**src/rtl/spi_master.sv**
```systemverilog
// SPI master that sends a 17-bit command frame and checks a fixed response header.
// Captures a read byte and reports a header error when each frame completes.
module spi_master #(
    parameter int CLK_DIV = 2
) (
    input  logic       clk,
    input  logic       rst,
    input  logic       start,
    input  logic       rw,
    input  logic [2:0] addr,
    input  logic [7:0] wdata,
    output logic       busy,
    output logic       done,
    output logic [7:0] rdata,
    output logic       hdr_err,
    output logic       spi_clk,
    output logic       spi_cs,
    output logic       spi_sdi,
    input  logic       spi_sdo
);

    typedef enum logic [1:0] {
        IDLE,
        SHIFT,
        HOLD,
        GAP
    } state_t;

    localparam logic [7:0] HALF_LAST   = 8'(CLK_DIV - 1);
    localparam logic [4:0] LAST_BIT    = 5'd16;
    localparam logic [6:0] HDR_PATTERN = 7'b0100100;

    state_t      state_q, state_d;
    logic [7:0]  hcnt_q, hcnt_d;
    logic [4:0]  bit_q, bit_d;
    logic [15:0] tx_q, tx_d;
    logic [7:0]  rx_q, rx_d;
    logic        hdr_bad_q, hdr_bad_d;
    logic        rw_q, rw_d;
    logic [7:0]  rdata_q, rdata_d;
    logic        hdr_err_q, hdr_err_d;
    logic        busy_q, busy_d;
    logic        done_q, done_d;
    logic        cs_q, cs_d;
    logic        sclk_q, sclk_d;
    logic        sdi_q, sdi_d;

    logic        half_done;
    logic        accept;
    logic [2:0]  hdr_idx;

    assign half_done = (hcnt_q == 8'd0);
    // The final GAP cycle doubles as the first cycle a new frame may be accepted.
    assign accept    = start && ((state_q == IDLE) || ((state_q == GAP) && half_done));
    assign hdr_idx   = 3'(5'd8 - bit_q);

    always_comb begin
        state_d   = state_q;
        hcnt_d    = hcnt_q;
        bit_d     = bit_q;
        tx_d      = tx_q;
        rx_d      = rx_q;
        hdr_bad_d = hdr_bad_q;
        rw_d      = rw_q;
        rdata_d   = rdata_q;
        hdr_err_d = hdr_err_q;
        busy_d    = busy_q;
        done_d    = 1'b0;
        cs_d      = cs_q;
        sclk_d    = sclk_q;
        sdi_d     = sdi_q;

        case (state_q)
            IDLE: begin
            end
            SHIFT: begin
                if (!half_done) begin
                    hcnt_d = hcnt_q - 8'd1;
                end else if (!sclk_q) begin
                    sclk_d = 1'b1;
                    hcnt_d = HALF_LAST;
                    if ((bit_q >= 5'd2) && (bit_q <= 5'd8)) begin
                        if (spi_sdo != HDR_PATTERN[hdr_idx]) begin
                            hdr_bad_d = 1'b1;
                        end
                    end else if (bit_q >= 5'd9) begin
                        rx_d = {rx_q[6:0], spi_sdo};
                    end
                end else if (bit_q == LAST_BIT) begin
                    state_d   = HOLD;
                    sclk_d    = 1'b0;
                    cs_d      = 1'b1;
                    sdi_d     = 1'b0;
                    done_d    = 1'b1;
                    hdr_err_d = hdr_bad_q;
                    hcnt_d    = HALF_LAST;
                    if (rw_q) begin
                        rdata_d = rx_q;
                    end
                end else begin
                    sclk_d = 1'b0;
                    bit_d  = bit_q + 5'd1;
                    sdi_d  = tx_q[15];
                    tx_d   = {tx_q[14:0], 1'b0};
                    hcnt_d = HALF_LAST;
                end
            end
            HOLD: begin
                if (!half_done) begin
                    hcnt_d = hcnt_q - 8'd1;
                end else begin
                    state_d = GAP;
                    busy_d  = 1'b0;
                    hcnt_d  = HALF_LAST;
                end
            end
            GAP: begin
                if (!half_done) begin
                    hcnt_d = hcnt_q - 8'd1;
                end else begin
                    state_d = IDLE;
                end
            end
            default: begin
                state_d = IDLE;
            end
        endcase

        if (accept) begin
            state_d   = SHIFT;
            hcnt_d    = HALF_LAST;
            bit_d     = 5'd0;
            tx_d      = {rw, addr, 1'b0, (rw ? 8'h00 : wdata), 3'b000};
            rx_d      = 8'h00;
            hdr_bad_d = 1'b0;
            rw_d      = rw;
            busy_d    = 1'b1;
            cs_d      = 1'b0;
            sclk_d    = 1'b0;
            sdi_d     = 1'b1;
        end
    end

    always_ff @(posedge clk) begin
        if (rst) begin
            state_q   <= IDLE;
            hcnt_q    <= 8'd0;
            bit_q     <= 5'd0;
            tx_q      <= 16'h0000;
            rx_q      <= 8'h00;
            hdr_bad_q <= 1'b0;
            rw_q      <= 1'b0;
            rdata_q   <= 8'h00;
            hdr_err_q <= 1'b0;
            busy_q    <= 1'b0;
            done_q    <= 1'b0;
            cs_q      <= 1'b1;
            sclk_q    <= 1'b0;
            sdi_q     <= 1'b0;
        end else begin
            state_q   <= state_d;
            hcnt_q    <= hcnt_d;
            bit_q     <= bit_d;
            tx_q      <= tx_d;
            rx_q      <= rx_d;
            hdr_bad_q <= hdr_bad_d;
            rw_q      <= rw_d;
            rdata_q   <= rdata_d;
            hdr_err_q <= hdr_err_d;
            busy_q    <= busy_d;
            done_q    <= done_d;
            cs_q      <= cs_d;
            sclk_q    <= sclk_d;
            sdi_q     <= sdi_d;
        end
    end

    assign busy    = busy_q;
    assign done    = done_q;
    assign rdata   = rdata_q;
    assign hdr_err = hdr_err_q;
    assign spi_clk = sclk_q;
    assign spi_cs  = cs_q;
    assign spi_sdi = sdi_q;

endmodule

```
**config.mk**
```make
export PLATFORM = sky130hd
export DESIGN_NAME = spi_master
export DESIGN_NICKNAME = d
export VERILOG_FILES = /design/src/rtl/spi_master.sv
export SDC_FILE = /design/constraint.sdc
export NUM_CORES = 1
export LEC_CHECK = 0
export BUFFER_PORTS_ARGS = -buffer_cell sky130_fd_sc_hd__buf_2
export CELL_PAD_IN_SITES_DETAIL_PLACEMENT = 1
export CELL_PAD_IN_SITES_GLOBAL_PLACEMENT = 2
export CORE_MARGIN = 2
export CORE_UTILIZATION = 35
export DETAILED_ROUTE_END_ITERATION = 10
export GPL_TIMING_DRIVEN = 0
export PLACE_DENSITY = 0.89
export REMOVE_ABC_BUFFERS = 1
export SYNTH_ARGS = -nofsm -noshare
export SYNTH_HDL_FRONTEND = slang
export SYNTH_SLANG_ARGS = --single-unit
```
**constraint.sdc**
```tcl
create_clock -name clk -period 3 [get_ports clk]
set_input_delay 0.3 -clock clk [delete_from_list [all_inputs] [get_ports clk]]
set_output_delay 0.3 -clock clk [all_outputs]
set_load 0.05 [all_outputs]
```
==> results of run 1 <==
==> registers in the layout, indices dropped and copies added (netlist names) <==
signal and count:
state_q 2, rdata 8, spi_sdi 1, spi_cs 1, hcnt_q 8, tx_q 13, bit_q 5, rw_q 1
busy 1, hdr_err 1, spi_clk 1, rx_q 8, done 1, hdr_bad_q 1
==> final cells by class <==
| type | instances | share of cell area (%) |
|---|---|---|
| inverter | 9 | 1.26 |
| clock inverter | 3 | 1.03 |
| clock buffer | 5 | 2.57 |
| sequential | 52 | 38.9 |
| timing repair buffer | 30 | 5.99 |
| tap | 80 | 3.74 |
| multi-input combinational | 195 | 46.5 |
==> metrics by stage <==
stage,util (%),instances,hold slack [ns],cell area (sq um)
3_5_place_dp,38.3,366,0.451,2570
4_1_cts,39.8,374,0.224,2670
6_report,39.8,374,0.233,2670
3_3_place_gp,38.0,365,0.445,2560
2_1_floorplan,-,256,0.369,2310
5_1_grt,39.8,374,0.232,2670
==> worst max-delay path by stage <==
| stage | start | end | slack (ns) | cells past startpoint |
|---|---|---|---|---|
| floorplan | hcnt_q[0] | hcnt_q[3] | -0.09 | 7 |
| global placement | hcnt_q[0] | hcnt_q[3] | -1.41 | 7 |
| detailed placement | hcnt_q[0] | spi_clk | -0.04 | 8 |
| CTS | hcnt_q[0] | spi_clk | 0.29 | 8 |
| global route | hcnt_q[0] | rx_q[7] | 0.12 | 8 |
| finish | hcnt_q[0] | hcnt_q[2] | 0.34 | 8 |
==> critical path, delay by kind of cell (launching register included) <==
family | cells | cell delay [ns]
AND/OR/NAND/NOR | 4 | 1.44
AO/OA/AOI/OAI | 1 | 0.22
adder cells (fa/ha/maj) | 1 | 0.19
buffers and inverters | 2 | 0.35
flip-flops | 1 | 0.32
==> repair_timing <==
item	CTS	global route
endpoints found under the setup margin	24	0
setup buffers	0	0
endpoints found under the hold margin	0	0
gates resized for setup	1	0
==> synth_stat cells, drive strengths merged (4+ instances only) <==
master  instances  area, sq um
nor2           43          164
nor3           10         50.1
buf             6         42.5
ha             11          138
o21ai           7         35.0
nand3           4         20.0
mux2i          22          220
nand2          30          113
a21oi          19         95.1
a311oi         13          114
xnor2           4         35.0
dfxtp          52         1040
inv             9         33.8
clkbuf         10         38.8
==> cell families (layout without fill, tap and decap cells) <==
group,Yosys count,count (layout),synth area share (%)
buffers and inverters,25,47,4.81
AND/OR/NAND/NOR,109,109,21.8
adder cells (fa/ha/maj),11,11,5.75
AO/OA/AOI/OAI,46,46,12.4
flip-flops,52,52,43.5
multiplexers,22,22,9.20
XOR/XNOR,7,7,2.56
==> power by group through the flow <==
stage / logic (W) / registers [W] / clock network (W)
finish: 0.000462 / 0.000790 / 0.000424
global route: 0.000524 / 0.000797 / 0.000475
CTS: 0.000465 / 0.000790 / 0.000444
detailed placement: 0.000462 / 0.000806 / 0
global placement: 0.000443 / 0.000804 / 0
floorplan: 0.000311 / 0.000823 / 0
==> metal layers <==
metal / up-vias / wire, um / global-route usage [%]
met5: - / 0 / 0
met3: 5 / 172 / 4.57
li1: 986 / - / -
met4: 0 / 63 / 4.26
met1: 927 / 2520 / 19.6
met2: 28 / 2440 / 23.9
==> results by group, run 1 <==
Floorplanning
  – Die ar.: 0.00751 sq mm
  – Initial Util: 35.6%
  – Row cnt: 30
  – # IOs: 30
  – Core Area: 0.00672 sq mm
  – DIE WIDTH: 86.7 um
  – Vert. Die Dim: 86.7 um

Detailed routing
  – Drt first-iter violations: 48
  – First drt pass iteration count: 4
  – Residual DRC count: 0
  – Via count: 1946
  – Remaining antenna violation count: 0
  – Via density per instance: 5.20
  – Detailed Route WL: 5200 um
  – Avg WL per Cell: 13.9 um

Pwr
  – Gate power share: 27.6%
  – Cell area power density: 626 mW/mm^2
  – Net Sw Power: 0.000600 W
  – Pwr Total: 0.00167 W
  – Clk pwr share: 25.3%
  – Net Sw Frac: 35.8%
  – Worst VDD drop: 186 uV
  – Flop pwr share: 47.1%
  – Power Internal: 0.00107 W
  – Leak: 1.13 nW

Timing
  – Slew @ Worst Pin: 0.857 ns
  – Final Max Tran Viols: 0
  – Fmax: 376 MHz
  – Total negative slack: 0 ns
  – Clk_skew: 0.0127 ns
  – Final Hold Vio Count: 0
  – Max-slew headroom: 42.4%
  – # setup viols final: 0
  – Fin crit share: 88.6%
  – RSZ-0062 raised after global routing: no
  – Tmin final: 2.66 ns
  – Final worst slack: 0.341 ns

Clock network
  – Clock net sink count: 52
  – Clk_lat worst skew: 0.32 ns
  – CTS tree: built
  – Clock root buffer: clkbuf_8
  – CTS Buf Count: 5
  – Clock slew at reported path FFs: 0.10 ns
  – Longest Clk Path Bufs: 2
  – CTS hold repair buffers: 0
  – H-tree depth: 2

Critical path
  – CP cell instances: inv_1, ha_1, or3b_2, nor3_1, o21ai_2, buf_8, nand2b_2, nor2_1
  – R2R Path Start: hcnt_q[0]
  – CP Launch Type: flip-flop
  – CP required: 3.19 ns
  – Delay of the slowest cell on the worst path: 0.55 ns
  – Critical path peak fanout: 25
  – RR Endpoint: hcnt_q[2]
  – WP data arrival: 2.85 ns
  – Setup CP Type: reg -> reg
  – Reg2reg setup slack: 0.34 ns
  – Reg2reg path depth: 8
  – Setup crit end kind: flip-flop
  – Crit-path slowest cell: or3b_2

Synthesis
  – Syn_area_per_cell: 8.80 sq um
  – Synth Flop Type: dfxtp_1
  – Seq/Total Area, Yosys: 43.5%
  – Ys Warns: 0
  – Post-synth EDFFs: 0
  – Mapped Cells: 272
  – Mapped cell area: 0.00239 sq mm
  – Async S/R FF share, synth: 0%
  – Synth unique cells: 38
  – Yosys reg bits: 52

Placed design
  – Gpl congestion: 0.769
  – Setup WS pre-CTS: -0.0362 ns
  – I/O Buffers: 29
  – DPL Wire Length: 3590 um

Finish
  – # diodes: 0
  – Sequential Area: 0.00104 sq mm
  – Most common cell after layout, fill and taps aside: dfxtp_1
  – Fill cell count: 782
  – Area used by multi-input combinational logic: 0.00124 sq mm
  – Most frequent cells in the layout: dfxtp_1 (52), nor2_1 (42), nand2_1 (30), buf_2 (29), mux2i_1 (22)
  – Area growth syn-to-layout: 11.8%
  – Share of cells above drive strength 1: 16.0%
  – Final-stage net count: 320

GRT
  – Gr usage total: 15.0%
  – Initial antenna violation count: 0
  – Vias in the first global route: 1856
  – Largest net degree at the start of global routing: 30
  – Global route overflow: 0
  – First-pass GRT wire length: 8810 um

Worst hold path
  – Hold Path Class: in -> reg
  – Hold Path Cell Cnt: 3
  – Hold path start: wdata[0]
  – Worst-case hold path end point: tx_q[3]

Outcome
  – Status: completed

Run
  – Max_cap viols: 0
No activity file was read; power rests on OpenSTA's default activity.
==> run 2: changes to the inputs <==
--- a/config.mk
+++ b/config.mk
@@ -5,14 +5,17 @@
 export SDC_FILE = /design/constraint.sdc
 export NUM_CORES = 1
 export LEC_CHECK = 0
+export ABC_AREA = 1
 export BUFFER_PORTS_ARGS = -buffer_cell sky130_fd_sc_hd__buf_2
 export CELL_PAD_IN_SITES_DETAIL_PLACEMENT = 1
 export CELL_PAD_IN_SITES_GLOBAL_PLACEMENT = 2
 export CORE_MARGIN = 2
-export CORE_UTILIZATION = 35
+export CORE_UTILIZATION = 34
+export CTS_BUF_LIST = sky130_fd_sc_hd__clkbuf_2 sky130_fd_sc_hd__clkbuf_4 sky130_fd_sc_hd__clkbuf_8
 export DETAILED_ROUTE_END_ITERATION = 10
 export GPL_TIMING_DRIVEN = 0
-export PLACE_DENSITY = 0.89
+export HOLD_SLACK_MARGIN = 0.03
+export PLACE_DENSITY = 0.91
 export REMOVE_ABC_BUFFERS = 1
 export SYNTH_ARGS = -nofsm -noshare
 export SYNTH_HDL_FRONTEND = slang
==> run 2 against run 1 <==
Count of clock-buffer cells in the layout increased by 1. First-iteration DRC count increased by 38%. Critical path depth increased by 3. Non-clock buffer count decreased by 1. Sequential power increased by 14%. Design area increased by 14%. Register-to-register slack improved by 0.12 ns. Flip-flop and latch count unchanged. Sequential share of layout area decreased by 4.9 points. Critical endpoint is now rx_q[3].
==> results by group, run 2 <==
Clock network
  – CTS tree: built
  – Clock slew at reported path FFs: 0.10 ns (about the same)
  – CTS hold repair buffers: 0 (unchanged)
  – Clock root buffer: clkbuf_8
  – CTS Buf Count: 5 (unchanged)
  – Clock net sink count: 52 (unchanged)
  – Longest Clk Path Bufs: 2 (unchanged)
  – Clk_lat worst skew: 0.31 ns (about the same)
  – Post-CTS Setup Bufs: 0 (unchanged)
  – H-tree depth: 2 (unchanged)
  – # resized after CTS: 0 (-1)

Floorplanning
  – Vert. Die Dim: 94.5 um (+9.0%)
  – Die ar.: 0.00893 sq mm (+19%)
  – Row cnt: 33 (+10%)
  – Core Area: 0.00809 sq mm (+20%)
  – # IOs: 30 (unchanged)
  – DIE WIDTH: 94.5 um (+9.0%)
  – Initial Util: 34.4% (-1.2 points)

Synthesis
  – Syn_area_per_cell: 7.00 sq um (-20%)
  – Synth top cells by count: nand2_1 (101), inv_1 (61), dfxtp_1 (52)
  – Ys Warns: 0 (unchanged)
  – Mapped cell area: 0.00279 sq mm (+16%)
  – Synth unique cells: 30 (-21%)
  – Mapped Cells: 398 (+46%)
  – Yosys reg bits: 52 (unchanged)
  – Async S/R FF share, synth: 0% (unchanged)
  – Synth Flop Type: dfxtp_1
  – Synth area leader: dfxtp_1
  – Yosys top cell area share: 37.4% (-6.1 points)
  – Most frequent cell after synthesis: nand2_1
  – Seq/Total Area, Yosys: 37.4% (-6.1 points)
  – Post-synth EDFFs: 0 (unchanged)
  – Synth area leaders: dfxtp_1 (37%), nand2_1 (14%), inv_1 (8.2%), nor2_1 (6.1%), ha_1 (4.9%)

GRT
  – Vias in the first global route: 2472 (+33%)
  – Global route overflow: 0 (unchanged)
  – Gr usage total: 15.4% (+0.39 points)
  – Largest net degree at the start of global routing: 31 (+3.3%)
  – Initial antenna violation count: 0 (unchanged)
  – First-pass GRT wire length: 11100 um (+26%)

Timing
  – Total negative slack: 0 ns (unchanged)
  – Final Hold Vio Count: 0 (unchanged)
  – # setup viols final: 0 (unchanged)
  – Fmax: 394 MHz (+4.7%)
  – RSZ-0062 raised after global routing: no
  – Final Max Tran Viols: 0 (unchanged)
  – Max-slew headroom: 48.5% (+6.1 points)
  – Worst hold slack: 0.202 ns (-0.0316 ns)
  – Tmin final: 2.54 ns (-0.120 ns)
  – Fin crit share: 84.6% (-4.0 points)
  – Clk_skew: 0.00892 ns (-0.00380 ns)
  – Slew @ Worst Pin: 0.767 ns (-0.0897 ns)

Critical path
  – Delay of the slowest cell on the worst path: 0.55 ns (about the same)
  – CP required: 3.21 ns (+0.02 ns)
  – Crit-path slowest cell: nand2_1
  – Crit path top cell by count: inv_1
  – CP cell instances: inv_1, ha_1, inv_1, nor2_1, nand3_2, nand2_4, nand2_2, nand2_1, inv_2, nand3_1, inv_1
  – Crit path max-delay family: simple AND/OR/NAND/NOR gates
  – WP data arrival: 2.75 ns (-0.10 ns)
  – Setup crit end kind: flip-flop
  – CP Launch Type: flip-flop
  – Critical path peak fanout: 30 (+20%)
  – Crit path buf inv count: 4 (+2)
  – Setup CP Type: reg -> reg

Pwr
  – Pwr Total: 0.00264 W (+58%)
  – Leak: 1.57 nW (+39%)
  – Worst VDD drop: 336 uV (+81%)
  – Cell area power density: 863 mW/mm^2 (+38%)

Detailed routing
  – Remaining antenna violation count: 0 (unchanged)
  – Via density per instance: 4.72 (-9.2%)
  – Drt first-iter violations: 66 (+38%)
  – Avg WL per Cell: 11.8 um (-15%)
  – Detailed Route WL: 6200 um (+19%)
  – Residual DRC count: 0 (unchanged)
  – Via count: 2489 (+28%)
  – First drt pass iteration count: 4 (unchanged)

Run
  – Max_cap viols: 0 (unchanged)

Outcome
  – Status: completed

Finish
  – Sequential Area: 0.00104 sq mm (unchanged)
  – Most frequent cells in the layout: nand2_1 (101), inv_1 (61), dfxtp_1 (52), nor2_1 (45), buf_2 (29)
  – Post-route cell area: 0.00306 sq mm (+14%)
  – Reg with most FFs: tx_q
  – Layout Utilization: 37.8% (-2.0 points)
  – # diodes: 0 (unchanged)
  – Share of cells above drive strength 1: 14.0% (-2.0 points)
  – Final-stage net count: 448 (+40%)
  – Fill cell count: 1099 (+41%)
  – Area growth syn-to-layout: 9.88%
  – Max reg flops: 13 (unchanged)
  – Area used by multi-input combinational logic: 0.00141 sq mm (+13%)
  – Most common cell after layout, fill and taps aside: nand2_1

Worst hold path
  – Hold Path Class: in -> reg

Placed design
  – I/O Buffers: 29 (unchanged)
  – Placed Area: 0.00296 sq mm (+15%)
  – DPL Wire Length: 4600 um (+28%)
  – Gpl congestion: 0.787 (+2.3%)
## run 2: logic make-up (layout without fill, tap and decap cells)
kind of cell / Yosys count / after routing / share of synthesized area, %
fa+ha+maj: 11 / 11 / 4.94
compound gates: 49 / 49 / 9.48
xor+xnor: 2 / 2 / 0.629
simple gates: 207 / 207 / 35.4
flops: 52 / 52 / 37.4
buf+inv: 77 / 101 / 12.1
## run 2: per-layer routing
metal  track usage [%]  vias to the layer above  share of wire [%]
li1                  -                     1285                  -
met1              19.3                     1177                 48
met2              27.1                       21                 49
met3              2.71                        6                2.4
met4              4.23                        0                1.1
met5                 0                        -                  0
## run 2: final timing paths
| kind | endpoint | cells after the start | startpoint | slack, ns |
|---|---|---|---|---|
| worst max-delay path | rx_q[3] | 11 | hcnt_q[0] | 0.46 |
| worst min-delay path | busy | 2 | rst | 0.20 |
| worst max register to register | rx_q[3] | 11 | hcnt_q[0] | 0.46 |
| worst min register to register | tx_q[11] | 2 | tx_q[10] | 0.46 |
## run 2: cell type report
| class | instances | area share (%) |
|---|---|---|
| clock buffers | 6 | 2.70 |
| clock inverters | 2 | 0.450 |
| inverters | 64 | 7.85 |
| multi-input cells | 269 | 46.0 |
| flip-flops and latches | 52 | 34.0 |
| well taps | 105 | 4.29 |
| repair buffers | 29 | 4.74 |
## run 2: report_power, final
part / internal [W] / total (W) / switching [W]
clock network: 0.000189 / 0.000437 / 0.000247
registers: 0.000806 / 0.000903 / 0.0000977
logic: 0.000414 / 0.00130 / 0.000888
total: 0.00141 / 0.00264 / 0.00123
## run 2: metrics by stage
step | cells | setup slack, ns
6_report | 527 | 0.461
3_3_place_gp | 519 | 0.443
4_1_cts | 527 | 0.427
3_5_place_dp | 519 | 0.447
5_1_grt | 527 | 0.148
2_1_floorplan | 385 | 1.09
